File: src/rtl/fifo_rd_fwft_if.sv
// fifo_rd_fwft_if: FIFO read port plus FWFT valid/ready stream of the read-side output stage.
interface fifo_rd_fwft_if #(parameter int DSIZE = 8);
  logic             rempty;
  logic [DSIZE-1:0] rdata;
  logic             rinc;
  logic             flush;
  logic             out_valid;
  logic [DSIZE-1:0] out_data;
  logic             out_ready;
  logic [1:0]       buf_cnt;
  modport master (output rempty, rdata, flush, out_ready, input rinc, out_valid, out_data, buf_cnt);
  modport slave (input rempty, rdata, flush, out_ready, output rinc, out_valid, out_data, buf_cnt);
endinterface

File: src/rtl/fifo_rd_fwft.sv
// fifo_rd_fwft: two-word first-word-fall-through output stage; the skid register keeps rinc independent of out_ready when not full.
module fifo_rd_fwft #(parameter int DSIZE = 8) (
  input logic           rclk,
  input logic           rrst_n,
  fifo_rd_fwft_if.slave bus
);
  typedef enum logic [1:0] {EMPTY = 2'd0, ONE = 2'd1, TWO = 2'd2} state_t;
  state_t           r_state, w_state;
  logic [DSIZE-1:0] r_head, r_skid, w_head, w_skid;
  logic             w_pop, w_push;
  assign w_pop         = (r_state != EMPTY) & bus.out_ready;
  assign w_push        = ~bus.rempty & ~bus.flush & ((r_state != TWO) | w_pop);
  assign bus.rinc      = w_push;
  assign bus.out_valid = r_state != EMPTY;
  assign bus.out_data  = r_head;
  assign bus.buf_cnt   = r_state;
  always_ff @(posedge rclk or negedge rrst_n)
    if (!rrst_n) begin
      r_state <= EMPTY;
      r_head  <= '0;
      r_skid  <= '0;
    end else begin
      r_state <= w_state;
      r_head  <= w_head;
      r_skid  <= w_skid;
    end
  // flush only drops the count; data registers keep stale contents
  always_comb begin
    w_state = r_state;
    w_head  = r_head;
    w_skid  = r_skid;
    if (bus.flush) w_state = EMPTY;
    else
      case (r_state)
        EMPTY: if (w_push) begin
          w_head  = bus.rdata;
          w_state = ONE;
        end
        ONE: begin
          w_head  = (w_push & w_pop) ? bus.rdata : r_head;
          w_skid  = (w_push & ~w_pop) ? bus.rdata : r_skid;
          w_state = (w_push & ~w_pop) ? TWO : (~w_push & w_pop) ? EMPTY : ONE;
        end
        TWO: if (w_pop) begin
          w_head  = r_skid;
          w_skid  = w_push ? bus.rdata : r_skid;
          w_state = w_push ? TWO : ONE;
        end
        default: w_state = EMPTY;
      endcase
  end
endmodule

File: src/flat_wrapper.sv
// flat-port wrapper written by rule: the top's interface ports become plain ports
module fifo_rd_fwft_flat 
#(parameter int DSIZE = 8)
  (rclk, rrst_n, bus_rempty, bus_rdata, bus_flush, bus_out_ready, bus_rinc, bus_out_valid, bus_out_data, bus_buf_cnt);
  fifo_rd_fwft_if #(.DSIZE(DSIZE)) bus_i ();
  input logic rclk;
  input logic rrst_n;
  input wire logic [$bits(bus_i.rempty)-1:0] bus_rempty;
  input wire logic [$bits(bus_i.rdata)-1:0] bus_rdata;
  input wire logic [$bits(bus_i.flush)-1:0] bus_flush;
  input wire logic [$bits(bus_i.out_ready)-1:0] bus_out_ready;
  output wire logic [$bits(bus_i.rinc)-1:0] bus_rinc;
  output wire logic [$bits(bus_i.out_valid)-1:0] bus_out_valid;
  output wire logic [$bits(bus_i.out_data)-1:0] bus_out_data;
  output wire logic [$bits(bus_i.buf_cnt)-1:0] bus_buf_cnt;
  assign bus_i.rempty = bus_rempty;
  assign bus_i.rdata = bus_rdata;
  assign bus_i.flush = bus_flush;
  assign bus_i.out_ready = bus_out_ready;
  assign bus_rinc = bus_i.rinc;
  assign bus_out_valid = bus_i.out_valid;
  assign bus_out_data = bus_i.out_data;
  assign bus_buf_cnt = bus_i.buf_cnt;
  fifo_rd_fwft #(.DSIZE(DSIZE)) u_core (.rclk(rclk), .rrst_n(rrst_n), .bus(bus_i));
endmodule
File: config.mk
export PLATFORM = sky130hd
export DESIGN_NAME = fifo_rd_fwft_flat
export DESIGN_NICKNAME = d
export VERILOG_FILES = /design/src/rtl/fifo_rd_fwft_if.sv /design/src/rtl/fifo_rd_fwft.sv /design/src/flat_wrapper.sv
export SDC_FILE = /design/constraint.sdc
export NUM_CORES = 1
export LEC_CHECK = 0
export ABC_AREA = 1
export BUFFER_PORTS_ARGS = -buffer_cell sky130_fd_sc_hd__clkbuf_2
export CORE_ASPECT_RATIO = 0.9
export CORE_MARGIN = 3
export CORE_UTILIZATION = 35
export DETAILED_ROUTE_END_ITERATION = 8
export GPL_TIMING_DRIVEN = 1
export HOLD_SLACK_MARGIN = 0.12
export PLACE_DENSITY = 0.59
export SLEW_MARGIN = 30
export SYNTH_ARGS = -nofsm -noshare
export SYNTH_HDL_FRONTEND = slang
export SYNTH_SLANG_ARGS = --single-unit
File: constraint.sdc
create_clock -name rclk -period 2.1 [get_ports rclk]
set_clock_uncertainty 0.1 [all_clocks]
set_input_delay 0.42 -clock rclk [delete_from_list [all_inputs] [get_ports rclk]]
set_output_delay 0.42 -clock rclk [all_outputs]
set_load 0.02 [all_outputs]
After elaboration in Yosys (flattened, before gate mapping)
Cells that the tools add are included.
Widths: inputs -> output; s select.
- register bits: 18
- input port bits: 13
- equality and inequality tests: 10
- multiplexer cells: 14
- bitwise operators: 11
- reductions and logical operators: 7
- operator list (cell ; number):
    $mux 8 ; 5
    $pmux 8 s3 ; 1
    $pmux 8 s2 ; 1
    $mux 2 ; 5
    $ne 2x1->1 const B ; 5
    $reduce_and 5->1 ; 2
    $and 1x1->1 ; 6
    $ne 3x2->1 const B ; 2
    $pmux 2 s3 ; 1
    $not 1->1 ; 4
    $reduce_bool 2->1 ; 2
    $reduce_bool 3->1 ; 1
    $eq 2x1->1 const B ; 1
    $eq 2x2->1 const B ; 1
    $logic_not 2->1 ; 1
    $ne 2x2->1 const B ; 1
    $reduce_and 2->1 ; 1
    $mux 1 ; 1
    $or 1x1->1 ; 1

Longest topological paths before layout
- word-level depth: 10
- mapped depth: 10
- mapped depth without buffers: 10

Least setup slack after synthesis
No wires, ideal clock.
- path type: reg2out
- from: reg u_core.r_state[0] (netlist: u_core.bus.buf_cnt[0])
- to: out bus_rinc
- data arrival time: 1.411 ns
- path slack: 0.169 ns
- cell stages (with the launch flop): 5
- buffers on the path: 1
- path through: dfrtp_1 > inv_1 > ha_1 > buf_2 > a21oi_1
- word-level cells in the longest chain between the ends: 4
- elaborated cells between the ends (all ways): 5
- those cells by class: 1 x eq/ne; 3 x bitwise; 1 x reduce/logical
- ends and longest elaborated chain (what ; RTL line ; source):
    start, declared ; fifo_rd_fwft.sv:8 ; state_t r_state, w_state;
    start signal, assigned ; fifo_rd_fwft.sv:23 ; r_state <= w_state;
    $reduce_bool 2->1 ; fifo_rd_fwft.sv:11 ; assign w_pop = (r_state != EMPTY) & bus.out_ready;
    $and 1x1->1 ; fifo_rd_fwft.sv:11 ;
    $or 1x1->1 * ; fifo_rd_fwft.sv:12 ; assign w_push = ~bus.rempty & ~bus.flush & ((r_state != TWO) | w_pop);
    $and 1x1->1 * ; fifo_rd_fwft.sv:12 ;
    end, declared ; flat_wrapper.sv:12 ; output wire logic [$bits(bus_i.rinc)-1:0] bus_rinc;
Mark *: on every way between the ends. The rest lies on a longest branch, timed or not.

Worst setup path in the final report
Same ends and word-level chain as after synthesis.

==> impl_metrics.json <==
{
  "ys_ff_latch": 18,
  "seqPwrFrac_pct": 42.8,
  "synth.area.top_cells": "dfrtp_1 41%, nand2_1 22%, nand3_2 8.2%, ha_1 4.6%, nand4_1 4.6%",
  "whs_endpoint": "u_core.r_skid[0]$_DFFE_PN0P_",
  "cts_sinks": 18,
  "min_path_type": "primary input to flop",
  "setup_violations": 0,
  "syn_nets": 153,
  "area_growth_pct": 20.1,
  "startpoint": "u_core.bus.buf_cnt[0]$_DFFE_PN0P_",
  "antenna_found_initial": 0,
  "tritoncts": "yes",
  "clk_latency_ns": 0.30,
  "synth_warnings": 0,
  "hold_viol_final": 0,
  "p_int_uw": 763,
  "rsz0062_at_grt": "false",
  "p_leak_nw": 0.715,
  "worstHoldPathCells": 3,
  "routed_wl_mm": 2.46,
  "period_needed_ns": 2.02,
  "synthDominantCellAreaShare_pct": 41.1,
  "r2r_slack_ns": 0.37,
  "final_area_sq_um": 1320,
  "fin_nets": 186,
  "root_buffer": "clkbuf_4",
  "r2r-end": "u_core.r_skid[7]$_DFFE_PN0P_",
  "gp_congestion": 0.783,
  "cp_slowest_stage_delay_ns": 0.39,
  "power_density_nw_per_um2": 1020,
  "r2r_start": "u_core.bus.buf_cnt[1]$_DFFE_PN0P_",
  "synthCells": 136,
  "drive_gt1_share_pct": 34.7,
  "initial_core_util_pct": 38.3,
  "grt_max_degree": 19,
  "num_antenna_cells": 0,
  "fin_util_pct": 46.0,
  "io_pins": 25,
  "crit_chain": "inv_1 > ha_1 > inv_2 > nand2_2 > a21oi_1 > clkbuf_2",
  "r2r_cells": 8,
  "htreeDepth": 1,
  "numCtsBuffers": 3,
  "crit_arrival_ns": 1.50,
  "grt_first_pass_wirelength_mm": 4.06,
  "critical-path-slowest-cell": "dfrtp_1",
  "irDropWorstVdd_mv": 0.381,
  "cp.required_ns": 1.58,
  "maxCapViolCount": 0,
  "io_buffers": 24,
  "clkTransAtPathRegs_ns": 0.10,
  "finalCritPeriodShare_pct": 96.1,
  "critical_path.max_fanout": 4,
  "cp-start-kind": "flop",
  "endpoint_kind": "primary output",
  "power_switching_uw": 577,
  "worstMarginPinSlew_ns": 0.458,
  "yosysSeqAreaShare_pct": 41.1,
  "die_area_sq_um": 3840,
  "post_drt_wl_per_cell_um": 11.9,
  "crit_buf_inv": 3,
  "worstSetupPathType": "flop to primary output",
  "grt_usage_pct": 13.8,
  "ys_types": 19,
  "die_w_um": 65.0,
  "ctsResizeCount": 0,
  "drc": 0,
  "postPlaceCellArea_sq_um": 1260,
  "fp.dieH_um": 59.1,
  "pwr-share-comb_pct": 44.2,
  "first_iter_violations": 57,
  "rows": 18,
  "vias_per_cell": 4.73,
  "grt_pass1_vias": 872,
  "switching_share_pct": 43.1,
  "grt-ovfl-total": 0,
  "drv_slew": 0,
  "synth_area_sq_um": 1100,
  "fp.coreArea_sq_um": 2860,
  "min-delay-start": "bus_rdata[0]",
  "hpwl_mm": 1.84,
  "nFillCells": 309,
  "cts_buffer_depth": 2,
  "clkPwrFrac_pct": 13.0,
  "first_pass_iters": 4,
  "status": "finished clean",
  "maxSlewHeadroom_pct": 69.5,
  "yosysTopAreaCell": "dfrtp_1",
  "syn_area_per_cell_sq_um": 8.06,
  "clock.fmax_mhz": 496,
  "postRouteAntennaNets": 0,
  "finalSetupTns_ns": 0,
  "dr_total_vias": 980,
  "crit_family": "flip-flops"
}
[layout by cell type (no fill, tap or decap), types with 4 or more instances in the layout]
cell type  Yosys  routed
inv_1          7       7
dfrtp_1       18      18
nand3_2        9       9
nand2_1       65      65
buf_4          0       5
ha_1           4       4
nand2_2        5       5
nand4_1        8       8
clkbuf_2       0      24
[tightest hold or removal path: stages]
cell and delay, ns:
clkbuf_2 0.09, nand4_1 0.08, nand2_1 0.05
[routing by layer]
| layer | wire length, um | share of wire [%] | GRT usage [%] | up-vias |
|---|---|---|---|---|
| met2 | 1120 | 45 | 20.4 | 26 |
| met4 | 35 | 1.4 | 3.61 | 0 |
| met5 | 0 | 0 | 0 | - |
| li1 | - | - | - | 501 |
| met3 | 138 | 5.6 | 4.55 | 4 |
| met1 | 1170 | 47 | 19.3 | 449 |
[layout make-up]
cell class,instances,area [sq um],share of cell area [%]
sequential,18,450,34.2
tap,40,50.0,3.80
timing repair buffer,30,168,12.7
multi-input combinational,107,592,45.0
clock buffer,3,22.5,1.71
inverter,9,33.8,2.57
[stage by stage]
step / power, mW / worst slack (ns) / hold slack (ns) / std cells
floorplan: 0.991 / 0.169 / 0.0244 / 136
global placement: 1.15 / 0.426 / 0.285 / 200
detailed placement: 1.17 / 0.365 / 0.294 / 200
CTS: 1.34 / 0.0228 / 0.266 / 204
global route: 1.45 / 0.00775 / 0.270 / 207
finish: 1.34 / 0.0827 / 0.273 / 207
[Yosys cell counts]
| library cell | count |
|---|---|
| a21oi_1 | 3 |
| nor2_4 | 1 |
| nor2_2 | 3 |
| nand3_1 | 1 |
| or2_4 | 1 |
| nand2_2 | 5 |
| inv_1 | 7 |
| buf_2 | 1 |
| nand3_4 | 1 |
| nand3_2 | 9 |
| o21ai_2 | 1 |
| buf_8 | 1 |
| inv_2 | 2 |
| dfrtp_1 | 18 |
| nand2_1 | 65 |
| nor2_1 | 2 |
| ha_1 | 4 |
| nand2_4 | 3 |
| nand4_1 | 8 |
[how the worst max path moves through the flow]
stage	depth (start not counted)	end	slack (ns)
after floorplan	4	bus_rinc	0.17
after global routing	6	bus_rinc	0.008
after detailed placement	6	bus_rinc	0.36
after global placement	8	u_core.r_skid[4]$_DFFE_PN0P_	0.43
after CTS	6	bus_rinc	0.02
final	6	bus_rinc	0.08
[logic make-up after synthesis]
family | synth area share (%)
buf+inv | 4.91
compound gates | 2.17
flops | 41.1
fa+ha+maj | 4.57
simple gates | 47.3
[registers in the layout, summed over array words and instances (netlist names)]
register / cells
u_core.bus.out_data: 8
u_core.r_skid: 8
u_core.bus.buf_cnt: 2
[what timing repair did]
item / CTS / global route
hold buffers: 1 / 0
setup endpoints to repair: 0 / 1
endpoints found under the hold margin: 18 / 0
setup buffers: 0 / 3
[power by group through the flow]
stage	combinational, mW	sequential, mW	clock, mW
6_report	0.592	0.574	0.175
5_1_grt	0.662	0.595	0.194
4_1_cts	0.584	0.579	0.179
3_5_place_dp	0.582	0.585	0
3_3_place_gp	0.570	0.578	0
2_1_floorplan	0.320	0.671	0
(Power assumes the default switching activity.)
